===== config.mk =====
export PLATFORM = sky130hd
export DESIGN_NAME = music_box_sequencer
export DESIGN_NICKNAME = d
export VERILOG_FILES = /design/src/rtl/music_box_pkg.sv /design/src/rtl/tick_prescaler.sv /design/src/rtl/music_box_sequencer.sv
export SDC_FILE = /design/constraint.sdc
export NUM_CORES = 1
export LEC_CHECK = 0
export BUFFER_PORTS_ARGS = -buffer_cell sky130_fd_sc_hd__buf_2
export CELL_PAD_IN_SITES_DETAIL_PLACEMENT = 1
export CELL_PAD_IN_SITES_GLOBAL_PLACEMENT = 1
export CORE_MARGIN = 3
export CORE_UTILIZATION = 44
export CTS_CLUSTER_SIZE = 14
export DETAILED_ROUTE_END_ITERATION = 10
export PLACE_DENSITY = 0.89
export SLEW_MARGIN = 20
export SYNTH_ARGS = -nofsm -noshare
export SYNTH_HDL_FRONTEND = slang
export SYNTH_SLANG_ARGS = --single-unit
export TNS_END_PERCENT = 5

===== constraint.sdc =====
create_clock -name clock -period 4.95 [get_ports clock]
set_input_delay 0.495 -clock clock [delete_from_list [all_inputs] [get_ports clock]]
set_output_delay 0.495 -clock clock [all_outputs]
set_load 0.005 [all_outputs]

===== src/rtl/music_box_pkg.sv =====
// Shared definitions for the music box sequencer: ROM word layout, FSM encoding
// and the rest-note decoder used by the sequencer.
package music_box_pkg;

    localparam int         NUM_NOTES_DEF = 36;
    localparam logic [5:0] NOTE_REST     = 6'd63;

    localparam int END_BIT = 15;
    localparam int IDX_MSB = 14;
    localparam int IDX_LSB = 9;
    localparam int DUR_MSB = 8;
    localparam int DUR_LSB = 0;
    localparam int IDX_W   = IDX_MSB - IDX_LSB + 1;
    localparam int DUR_W   = DUR_MSB - DUR_LSB + 1;

    typedef enum logic [2:0] {
        ST_IDLE,
        ST_FETCH,
        ST_WAIT,
        ST_PLAY,
        ST_GAP,
        ST_DONE
    } state_e;

    // Index 63 and anything past the last wired note line play as silence.
    function automatic logic is_rest(input logic [IDX_W-1:0] idx, input int num_notes);
        return (idx == NOTE_REST) || (int'(idx) >= num_notes);
    endfunction

endpackage


===== src/rtl/tick_prescaler.sv =====
// Divides the system clock into a one-cycle duration tick every TICK_DIV cycles;
// a synchronous clear holds the count at zero so each note starts on a fresh period.
module tick_prescaler #(
    parameter int TICK_DIV = 2500000
) (
    input  logic clock,
    input  logic reset,
    input  logic clr,
    output logic tick
);

    localparam int             CNT_W = $clog2(TICK_DIV);
    localparam logic [CNT_W-1:0] LAST = CNT_W'(TICK_DIV - 1);

    logic [CNT_W-1:0] cnt_q, cnt_d;

    always_comb begin
        if (clr || cnt_q == LAST) cnt_d = '0;
        else                      cnt_d = cnt_q + CNT_W'(1);
    end

    always_ff @(posedge clock) begin
        if (!reset) cnt_q <= '0;
        else        cnt_q <= cnt_d;
    end

    assign tick = (cnt_q == LAST) && !clr;

endmodule


===== src/rtl/music_box_sequencer.sv =====
// Song sequencer: walks a synchronous song ROM and drives one note-bank line at a
// time for each event's duration, with an optional silent gap and end-of-song loop.
module music_box_sequencer
    import music_box_pkg::*;
#(
    parameter int NUM_NOTES = NUM_NOTES_DEF,
    parameter int ADDR_W    = 8,
    parameter int TICK_DIV  = 2500000,
    parameter int GAP_TICKS = 1
) (
    input  logic                 clock,
    input  logic                 reset,
    input  logic                 start,
    input  logic                 stop,
    input  logic                 loop_en,
    output logic [ADDR_W-1:0]    rom_addr,
    input  logic [15:0]          rom_data,
    output logic [NUM_NOTES-1:0] note_on,
    output logic                 busy,
    output logic                 song_done
);

    state_e                state_q, state_d;
    logic [ADDR_W-1:0]     addr_q, addr_d;
    logic [NUM_NOTES-1:0]  note_q, note_d;
    logic [DUR_W-1:0]      remain_q, remain_d;
    logic                  sounded_q, sounded_d;
    logic                  busy_q, busy_d;
    logic                  done_q, done_d;
    logic                  tick, tick_clr;

    logic                  rom_end;
    logic [IDX_W-1:0]      rom_idx;
    logic [DUR_W-1:0]      rom_dur;

    assign rom_end = rom_data[END_BIT];
    assign rom_idx = rom_data[IDX_MSB:IDX_LSB];
    assign rom_dur = rom_data[DUR_MSB:DUR_LSB];

    // Prescaler only runs while timing a note or gap, so PLAY always starts at count 0.
    assign tick_clr = !(state_q == ST_PLAY || state_q == ST_GAP);

    tick_prescaler #(.TICK_DIV(TICK_DIV)) u_tick (
        .clock (clock),
        .reset (reset),
        .clr   (tick_clr),
        .tick  (tick)
    );

    always_comb begin
        state_d   = state_q;
        addr_d    = addr_q;
        note_d    = note_q;
        remain_d  = remain_q;
        sounded_d = sounded_q;
        done_d    = 1'b0;

        unique case (state_q)
            ST_IDLE, ST_DONE: begin
                note_d = '0;
                if (start) begin
                    state_d = ST_FETCH;
                    addr_d  = '0;
                end
            end
            ST_FETCH: state_d = ST_WAIT;
            ST_WAIT: begin
                if (rom_end) begin
                    addr_d = '0;
                    if (loop_en) begin
                        state_d = ST_FETCH;
                    end else begin
                        state_d = ST_DONE;
                        done_d  = 1'b1;
                    end
                end else if (rom_dur == '0) begin
                    addr_d  = addr_q + ADDR_W'(1);
                    state_d = ST_FETCH;
                end else begin
                    state_d   = ST_PLAY;
                    remain_d  = rom_dur;
                    sounded_d = !is_rest(rom_idx, NUM_NOTES);
                    note_d    = is_rest(rom_idx, NUM_NOTES) ? '0 : (NUM_NOTES'(1) << rom_idx);
                end
            end
            ST_PLAY: begin
                if (tick) begin
                    if (remain_q == DUR_W'(1)) begin
                        note_d = '0;
                        addr_d = addr_q + ADDR_W'(1);
                        if (GAP_TICKS > 0 && sounded_q) begin
                            state_d  = ST_GAP;
                            remain_d = DUR_W'(GAP_TICKS);
                        end else begin
                            state_d  = ST_FETCH;
                            remain_d = '0;
                        end
                    end else begin
                        remain_d = remain_q - DUR_W'(1);
                    end
                end
            end
            ST_GAP: begin
                note_d = '0;
                if (tick) begin
                    if (remain_q == DUR_W'(1)) begin
                        state_d  = ST_FETCH;
                        remain_d = '0;
                    end else begin
                        remain_d = remain_q - DUR_W'(1);
                    end
                end
            end
            default: state_d = ST_IDLE;
        endcase

        if (stop) begin
            state_d   = ST_IDLE;
            addr_d    = '0;
            note_d    = '0;
            remain_d  = '0;
            sounded_d = 1'b0;
            done_d    = 1'b0;
        end

        busy_d = !(state_d == ST_IDLE || state_d == ST_DONE);
    end

    always_ff @(posedge clock) begin
        if (!reset) begin
            state_q   <= ST_IDLE;
            addr_q    <= '0;
            note_q    <= '0;
            remain_q  <= '0;
            sounded_q <= 1'b0;
            busy_q    <= 1'b0;
            done_q    <= 1'b0;
        end else begin
            state_q   <= state_d;
            addr_q    <= addr_d;
            note_q    <= note_d;
            remain_q  <= remain_d;
            sounded_q <= sounded_d;
            busy_q    <= busy_d;
            done_q    <= done_d;
        end
    end

    assign rom_addr  = addr_q;
    assign note_on   = note_q;
    assign busy      = busy_q;
    assign song_done = done_q;

endmodule


# Yosys cells after proc, flatten, opt, wreduce, memory -nomap -nowiden
# Cells that the tools add are included.
# classes
add_sub_neg,3
magnitude_cmp,1
eq_ne,16
n_shift,1
n_mux,32
bitwise,4
n_reduce_logical,23
# op_table
cell,n
36-bit two-way mux,5
36-bit one-hot mux with 3 select lines,1
9-bit two-way mux,6
8-bit two-way mux,5
1-bit by 6-bit left shift with 36-bit output (first input constant),1
3-bit two-way mux,9
9-bit one-hot mux with 3 select lines,1
8-bit one-hot mux with 3 select lines,1
22-bit by 1-bit adder with 22-bit output (second input constant),1
22-bit equality test (second input constant),1
3-bit one-hot mux with 5 select lines,1
5-bit AND reduction,3
2-bit != test (second input constant),5
3-bit equality test (second input constant),3
9-bit by 1-bit equality test with 1-bit output (second input constant),1
9-bit zero test,1
3-bit nonzero test,3
9-bit by 1-bit subtractor with 9-bit output (second input constant),1
8-bit by 1-bit adder with 8-bit output (second input constant),1
3-bit by 2-bit equality test with 1-bit output (second input constant),2
6-bit equality test (second input constant),1
6-bit >= comparator (second input constant),1
3-bit zero test,2
2-bit OR reduction,3
12 further kinds,21
# totals
reg_bits,81
input_bits,21
out_inout_bits,46
elab_cells,88

# Logic depth before layout (Yosys ltp)
# Gate-level depths: netlist of the first run.
# logic_depth
depth_word,9
depth_mapped,9
mapped_depth_nobuf,8

# Cells and area by module
# Synthesis of the first run repeated with hierarchy kept, for this count alone.
# hier_totals
cells_unflattened,475
hier_area_um2,4137.7
# modules_own_cells
module,n_inst,cells_per_inst,area_each_um2,seq_area_each_um2
music_box_sequencer,1,356,3110.5,1181.1
tick_prescaler,1,119,1027.2,440.4

# Worst setup path before layout of the first run
# No wires, ideal clock.
# synth_timing
path_kind,reg-to-reg
start,reg u_tick.cnt_q[14]
end,reg note_q[10] (netlist: note_on[10])
setup_time_ns,0.070
t_arrival_ns,2.632
t_required_ns,4.880
setup_slack_ns,2.247
path_stages_with_launch,8
path_buffers,1
synth_period_minus_slack_ns,2.703
path_cell_list,dfxtp_1 > or4b_1 > or4_4 > nor4_4 > a31oi_2 > clkbuf_2 > or3_1 > a21oi_1
# synth_between
elab_chain_cells,4
# synth_lines
element,line,text
from (decl),tick_prescaler.sv:15,"logic [CNT_W-1:0] cnt_q, cnt_d;"
from (signal assigned),tick_prescaler.sv:24,else cnt_q <= cnt_d;
22-bit equality test,tick_prescaler.sv:27,assign tick = (cnt_q == LAST) && !clr;
1-bit logical AND,tick_prescaler.sv:27,
2-bit != test (no line),--,
5-bit AND reduction (no line),--,
to (signal assigned),music_box_sequencer.sv:141,note_q <= note_d;
to (decl),music_box_sequencer.sv:25,"logic [NUM_NOTES-1:0] note_q, note_d;"
# Every way passes these cells.
# A chain may end at the register's enable or synchronous reset.

# Final worst setup path of the first run
# layout_timing
start,reg u_tick.cnt_q[14]
end,reg note_q[7] (netlist: note_on[7])
# The elaborated chain is that of the path after synthesis.

==> results.yml, run 1 <==
clocking:
  numCtsBuffers: 9
  cts-htree-levels: 3
  cts_tree: "built"
  path_clk_slew_ns: 0.09
  clockBufferDepth: 2
  clk_latency_ns: 0.36
  ctsHoldBuffers: 0
  cts-resized-gates: 0
  post-cts-setup-buffers: 0
  cts_sinks: 81
  clockRootBuffer: "clkbuf_8"
synthesis:
  avgSynthCellArea_sq_um: 8.08
  async_flop_share_pct: 0
  ys_ff_latch: 81
  post-synth-top-count-cell: "dfxtp_1"
  netlist_area_sq_um: 3760
  yosys-top-cells-area: "dfxtp_1 (43%), nand2_1 (6.5%), a21oi_1 (5.6%)"
  yosysUniqueCellTypes: 57
  yosys.area.top_type: "dfxtp_1"
  synth_enable_flop_cells: 0
  yosysWarnings: 0
  netlist_top_cells_count: "dfxtp_1 (81), nand2_1 (65), nor2_1 (44)"
  synthFlopType: "dfxtp_1"
  synth_fp_nets: 491
  yosysTopAreaCellShare_pct: 43.1
  seq_area_frac_synth_pct: 43.1
  syn_inst: 466
placement:
  dp_hpwl_um: 7540
  post-place-ws_ns: 1.76
  gp_congestion: 0.845
  dp.cells: 618
  portBuffers: 66
routing:
  dr.pass1.iters: 4
  drtAntennaViolNets: 0
  drt_wl_total_um: 10600
  drcViolationCount: 0
  drtIter0Drc: 111
  vias: 3646
  via_per_inst: 5.75
  wl_per_cell_um: 16.7
pwr:
  power_density_nw_per_um2: 280
  leakagePower_nw: 1.66
  vdd_drop_max_uv: 142
worst_setup_path:
  crit_chain: "or4b_1 > or4_4 > nor4_4 > a31oi_4 > buf_4 > or3_2 > a21oi_1"
  timing.rr.start: "u_tick.cnt_q[14]"
  crit_fanout: 48
  timing.rr.end: "note_on[7]"
  timing.reg2reg.setup_slack_ns: 1.73
  reg2regPathDepth: 7
  crit_end: "note_on[7]"
  cp_top_family: "simple AND/OR/NAND/NOR gates"
  worstSetupPathType: "reg2reg"
  path_depth: 7
  startpoint: "u_tick.cnt_q[14]"
  crit_path_end_kind: "register"
  path_buf_inv: 1
  worst_setup_path_start_kind: "register"
  required_ns: 5.24
  crit_arrival_ns: 3.51
  cp_slowest_cell: "or4_4"
  cp_slowest_stage_delay_ns: 0.58
floorplan:
  die_h_um: 98.5
  row_count: 33
  die_x_um: 98.5
  core_sq_um: 8260
  start_util_pct: 45.6
  io_pins: 67
  die-area_sq_um: 9700
timing:
  fmax_mhz: 311
  setup_tns_ns: 0
  period_share_pct: 65.1
  skew_ns: 0.0111
  maxSlewViolCount: 0
  layout_setup_ws_ns: 1.73
  period_needed_ns: 3.22
  rsz0062_at_grt: "false"
  setup_viol: 0
  max_slew.worst_pin.slew_ns: 0.692
  finalHoldViolCount: 0
  maxSlewHeadroom_pct: 53.8
grt:
  gr-total-overflow: 0
  grt_max_degree: 49
  grt_pass1_wl_um: 17700
  grt_pass1_vias: 3723
  grt_usage_pct: 22.1
  antenna_found_initial: 0
finish:
  layout.cells.non_filler: 634
  area_growth_pct: 16.4
  nNetsFinal: 549
  antenna_cells: 0
  drive_above_1_share_pct: 18.9
job:
  drv_cap: 0
status:
  status: "finished clean"
hold_path:
  min_path_type: "in2reg"
==> through the flow <==
| stage | total power [mW] | cell area [sq um] | hold slack (ns) | utilization [%] |
|---|---|---|---|---|
| floorplan | 0.709 | 3760 | 0.418 | - |
| global placement | 0.732 | 4170 | 0.428 | 50.5 |
| CTS | 1.23 | 4380 | 0.306 | 53.0 |
| detailed placement | 0.734 | 4170 | 0.444 | 50.5 |
| finish | 1.23 | 4380 | 0.308 | 53.1 |
| global route | 1.26 | 4380 | 0.309 | 53.1 |
==> area by class of cell <==
type | instances | area [sq um]
clock buffer | 12 | 155
clock inverter | 4 | 48.8
fill | 1038 | 3870
inverter | 4 | 15.0
multi-input combinational | 357 | 2040
sequential | 81 | 1620
tap | 105 | 131
timing repair buffer | 71 | 368
==> how the worst min path moves through the flow <==
stage	startpoint	to	slack, ns	cells past startpoint
global placement	u_tick.cnt_q[0]	u_tick.cnt_q[0]	0.43	1
detailed placement	note_on[34]	note_on[34]	0.44	2
global route	loop_en	song_done	0.31	2
CTS	loop_en	song_done	0.31	2
finish	loop_en	song_done	0.31	2
floorplan	u_tick.cnt_q[0]	u_tick.cnt_q[0]	0.42	1
==> metal layers <==
metal	GRT usage (%)	wire length [um]	up-vias
li1	-	-	1785
met3	3.47	406	15
met4	9.77	205	0
met1	28.2	4840	1765
met5	0	0	-
met2	36.9	5170	81
==> cells in the final DEF (no fill, tap or decap), types with 4 or more instances in the layout <==
cell type,Yosys,final
nand4_1,11,11
o211ai_1,5,5
or3_1,20,20
nand2_1,65,65
clkbuf_8,0,11
dfxtp_1,81,81
xnor2_1,10,10
nor2b_1,9,9
o21ai_0,8,8
buf_4,0,5
ha_1,4,4
a21oi_1,42,42
o32ai_1,4,4
xor2_1,12,12
inv_1,4,4
nand2b_1,5,5
buf_2,2,66
nand3_1,40,40
nor3_1,21,21
and3_1,6,6
nor2_1,44,43
==> worst register-to-register path: stages, from the launching register on <==
cell and delay, ns:
dfxtp_1 0.36, or4b_1 0.50, or4_4 0.58, nor4_4 0.57
a31oi_4 0.14, buf_4 0.30, or3_2 0.55, a21oi_1 0.15
==> logic make-up after synthesis <==
family / after synthesis / share of synthesized area, %
fa+ha+maj: 4 / 1.33
compound gates: 84 / 14.0
flops: 81 / 43.1
buf+inv: 28 / 3.09
simple gates: 246 / 33.2
mux: 1 / 0.266
xor+xnor: 22 / 5.12
==> flip-flops by register name (all words and copies together) (netlist names) <==
name and flops:
note_on 36, u_tick.cnt_q 22, remain_q 9, rom_addr 8, state_q 3, busy 1, song_done 1, sounded_q 1
==> power by group <==
group / internal, mW / switching [mW]
combinational: 0.0203 / 0.0446
sequential: 0.653 / 0.00294
clock: 0.261 / 0.243
No activity file was read; power rests on OpenSTA's default activity.
==> run 2: changes to the inputs <==
--- a/config.mk
+++ b/config.mk
@@ -5,14 +5,15 @@
 export SDC_FILE = /design/constraint.sdc
 export NUM_CORES = 1
 export LEC_CHECK = 0
+export ABC_AREA = 1
 export BUFFER_PORTS_ARGS = -buffer_cell sky130_fd_sc_hd__buf_2
 export CELL_PAD_IN_SITES_DETAIL_PLACEMENT = 1
 export CELL_PAD_IN_SITES_GLOBAL_PLACEMENT = 1
 export CORE_MARGIN = 3
-export CORE_UTILIZATION = 44
+export CORE_UTILIZATION = 40
 export CTS_CLUSTER_SIZE = 14
 export DETAILED_ROUTE_END_ITERATION = 10
-export PLACE_DENSITY = 0.89
+export PLACE_DENSITY = 0.85
 export SLEW_MARGIN = 20
 export SYNTH_ARGS = -nofsm -noshare
 export SYNTH_HDL_FRONTEND = slang
==> constraint.sdc (replaced) <==
create_clock -name clock -period 3 [get_ports clock]
set_input_delay 0.3 -clock clock [delete_from_list [all_inputs] [get_ports clock]]
set_output_delay 0.3 -clock clock [all_outputs]
set_load 0.005 [all_outputs]
==> run 2 against run 1 <==
  * Combinational power grew to 3.8 times the previous value
  * Critical path type unchanged
  * Cell area rose by 10%
  * Utilization shrank 4.7 points
==> results.yml, run 2 <==
grt:
  grt_usage_pct: 21.7
  antenna_found_initial: 0
  gr-total-overflow: 0
  grt_max_degree: 45
  grt_pass1_vias: 4585
  grt_pass1_wl_um: 20600
clocking:
  cts-htree-levels: 3
  clk_latency_ns: 0.37
  post-cts-setup-buffers: 0
  ctsHoldBuffers: 0
  clockRootBuffer: "clkbuf_8"
  path_clk_slew_ns: 0.08
  cts-resized-gates: 0
  cts_sinks: 81
  cts_tree: "built"
  clockBufferDepth: 2
  numCtsBuffers: 9
worst_setup_path:
  crit_path_end_kind: "register"
  required_ns: 3.26
  crit_fanout: 33
  timing.rr.start: "state_q[0]"
  worstSetupPathType: "reg2reg"
  timing.rr.end: "note_on[1]"
  worst_setup_path_start_kind: "register"
  crit_arrival_ns: 2.57
  timing.reg2reg.setup_slack_ns: 0.69
  reg2regPathDepth: 11
pwr:
  vdd_drop_max_uv: 244
  leakagePower_nw: 2.26
  power_density_nw_per_um2: 440
routing:
  wl_per_cell_um: 14.1
  via_per_inst: 5.16
  vias: 4393
  drtAntennaViolNets: 0
  dr.pass1.iters: 4
  drt_wl_total_um: 12000
  drcViolationCount: 0
  drtIter0Drc: 180
finish:
  nNetsFinal: 740
  drive_above_1_share_pct: 14.6
  antenna_cells: 0
  layout_common_cells: "nor2_1 (152), nand2_1 (150), dfxtp_1 (81)"
  area_growth_pct: 14.5
  final_common_cell: "nor2_1"
  utilization_pct: 48.4
  largest_reg_flops: 36
synthesis:
  async_flop_share_pct: 0
  synth_fp_nets: 679
  seq_area_frac_synth_pct: 38.4
  post-synth-top-count-cell: "nor2_1"
  synth_top_family_by_area: "simple AND/OR/NAND/NOR gates"
  avgSynthCellArea_sq_um: 6.46
  netlist_top_cells_count: "nor2_1 (153), nand2_1 (150), dfxtp_1 (81)"
  yosys.area.top_type: "dfxtp_1"
  syn_inst: 654
  synth_enable_flop_cells: 0
  yosys-top-cells-area: "dfxtp_1 (38%), nor2_1 (14%), nand2_1 (13%)"
  synthFlopType: "dfxtp_1"
  muxShareOfSynthArea_pct: 0
  yosysUniqueCellTypes: 35
  synthXorXnorAreaFrac_pct: 3.52
  netlist_area_sq_um: 4220
  yosysTopAreaCellShare_pct: 38.4
  synthAdderAreaFrac_pct: 1.18
  ys_ff_latch: 81
  synth_compound_area_share_pct: 9.48
  yosysWarnings: 0
  synth-simple-area-share_pct: 39.7
hold_path:
  min_from: "loop_en"
  min_to: "song_done"
  holdPathStages: 2
  min_path_type: "in2reg"
placement:
  dp_hpwl_um: 9080
  gp_congestion: 0.835
  portBuffers: 66
timing:
  period_share_pct: 77.1
  maxSlewViolCount: 0
  setup_viol: 0
  rsz0062_at_grt: "false"
  finalHoldViolCount: 0
  setup_tns_ns: 0
  period_needed_ns: 2.31
  skew_ns: 0.00788
  maxSlewHeadroom_pct: 54.3
  max_slew.worst_pin.slew_ns: 0.683
  fmax_mhz: 432
floorplan:
  start_util_pct: 42.2
  io_pins: 67
  row_count: 36
  die_h_um: 109
  die-area_sq_um: 11800
  core_sq_um: 10000
  die_x_um: 109
job:
  drv_cap: 0
status:
  status: "finished clean"
## run 2: final cells by class
class | count | area [sq um]
fill | 1385 | 5160
clock inverter | 4 | 45.0
tap | 133 | 166
multi-input combinational | 491 | 2280
clock buffer | 11 | 131
sequential | 81 | 1620
inverter | 62 | 233
timing repair buffer | 70 | 360
## run 2: how the worst max path moves through the flow
| stage | start | endpoint | depth (start not counted) |
|---|---|---|---|
| floorplan | u_tick.cnt_q[0] | rom_addr[0] | 11 |
| global placement | state_q[0] | note_on[20] | 10 |
| detailed placement | state_q[0] | note_on[1] | 11 |
| CTS | state_q[0] | note_on[23] | 10 |
| global route | remain_q[5] | note_on[20] | 11 |
| finish | state_q[0] | note_on[1] | 11 |
## run 2: where the power goes
group,leakage [nW],internal [mW],switching [mW]
Clock,0.0929,0.377,0.394
Combinational,1.52,0.0801,0.166
Sequential,0.655,1.10,0.0151
Total,2.26,1.55,0.575
## run 2: metrics by stage
stage / total power [mW] / setup WS, ns / instance area, sq um / hold WS (ns) / std cells
2_1_floorplan: 1.30 / 1.21 / 4220 / 0.377 / 654
3_3_place_gp: 1.37 / 0.796 / 4660 / 0.431 / 837
3_5_place_dp: 1.38 / 0.692 / 4660 / 0.440 / 837
4_1_cts: 2.15 / 0.673 / 4840 / 0.0883 / 852
5_1_grt: 2.25 / 0.374 / 4840 / 0.109 / 852
6_report: 2.13 / 0.686 / 4840 / 0.112 / 852
## run 2: kinds of logic after synthesis
kind of cell / count (synthesis)
DFF: 81
and+or+nand+nor: 402
buffers and inverters: 82
adders and majority gates: 4
xor gates and xnor gates: 17
AOI/OAI and AO/OA: 68
## run 2: critical path, cell delays in order (launching register included)
cell and delay (ns):
dfxtp_1 0.50, inv_2 0.13, nand3_1 0.17, nand2_2 0.12, inv_2 0.19, nand2_2 0.14
o21ai_1 0.25, a21oi_4 0.06, nand2_2 0.14, inv_2 0.25, nor2_1 0.19, nor2_1 0.05
## run 2: metal layers
metal	track usage, %	wire [um]	up-vias	share of wire, %
met2	38.7	5900	67	49
li1	-	-	2208	-
met1	26.3	5590	2107	46
met5	0	0	-	0
met4	8.30	155	0	1.3
met3	2.90	378	11	3.1
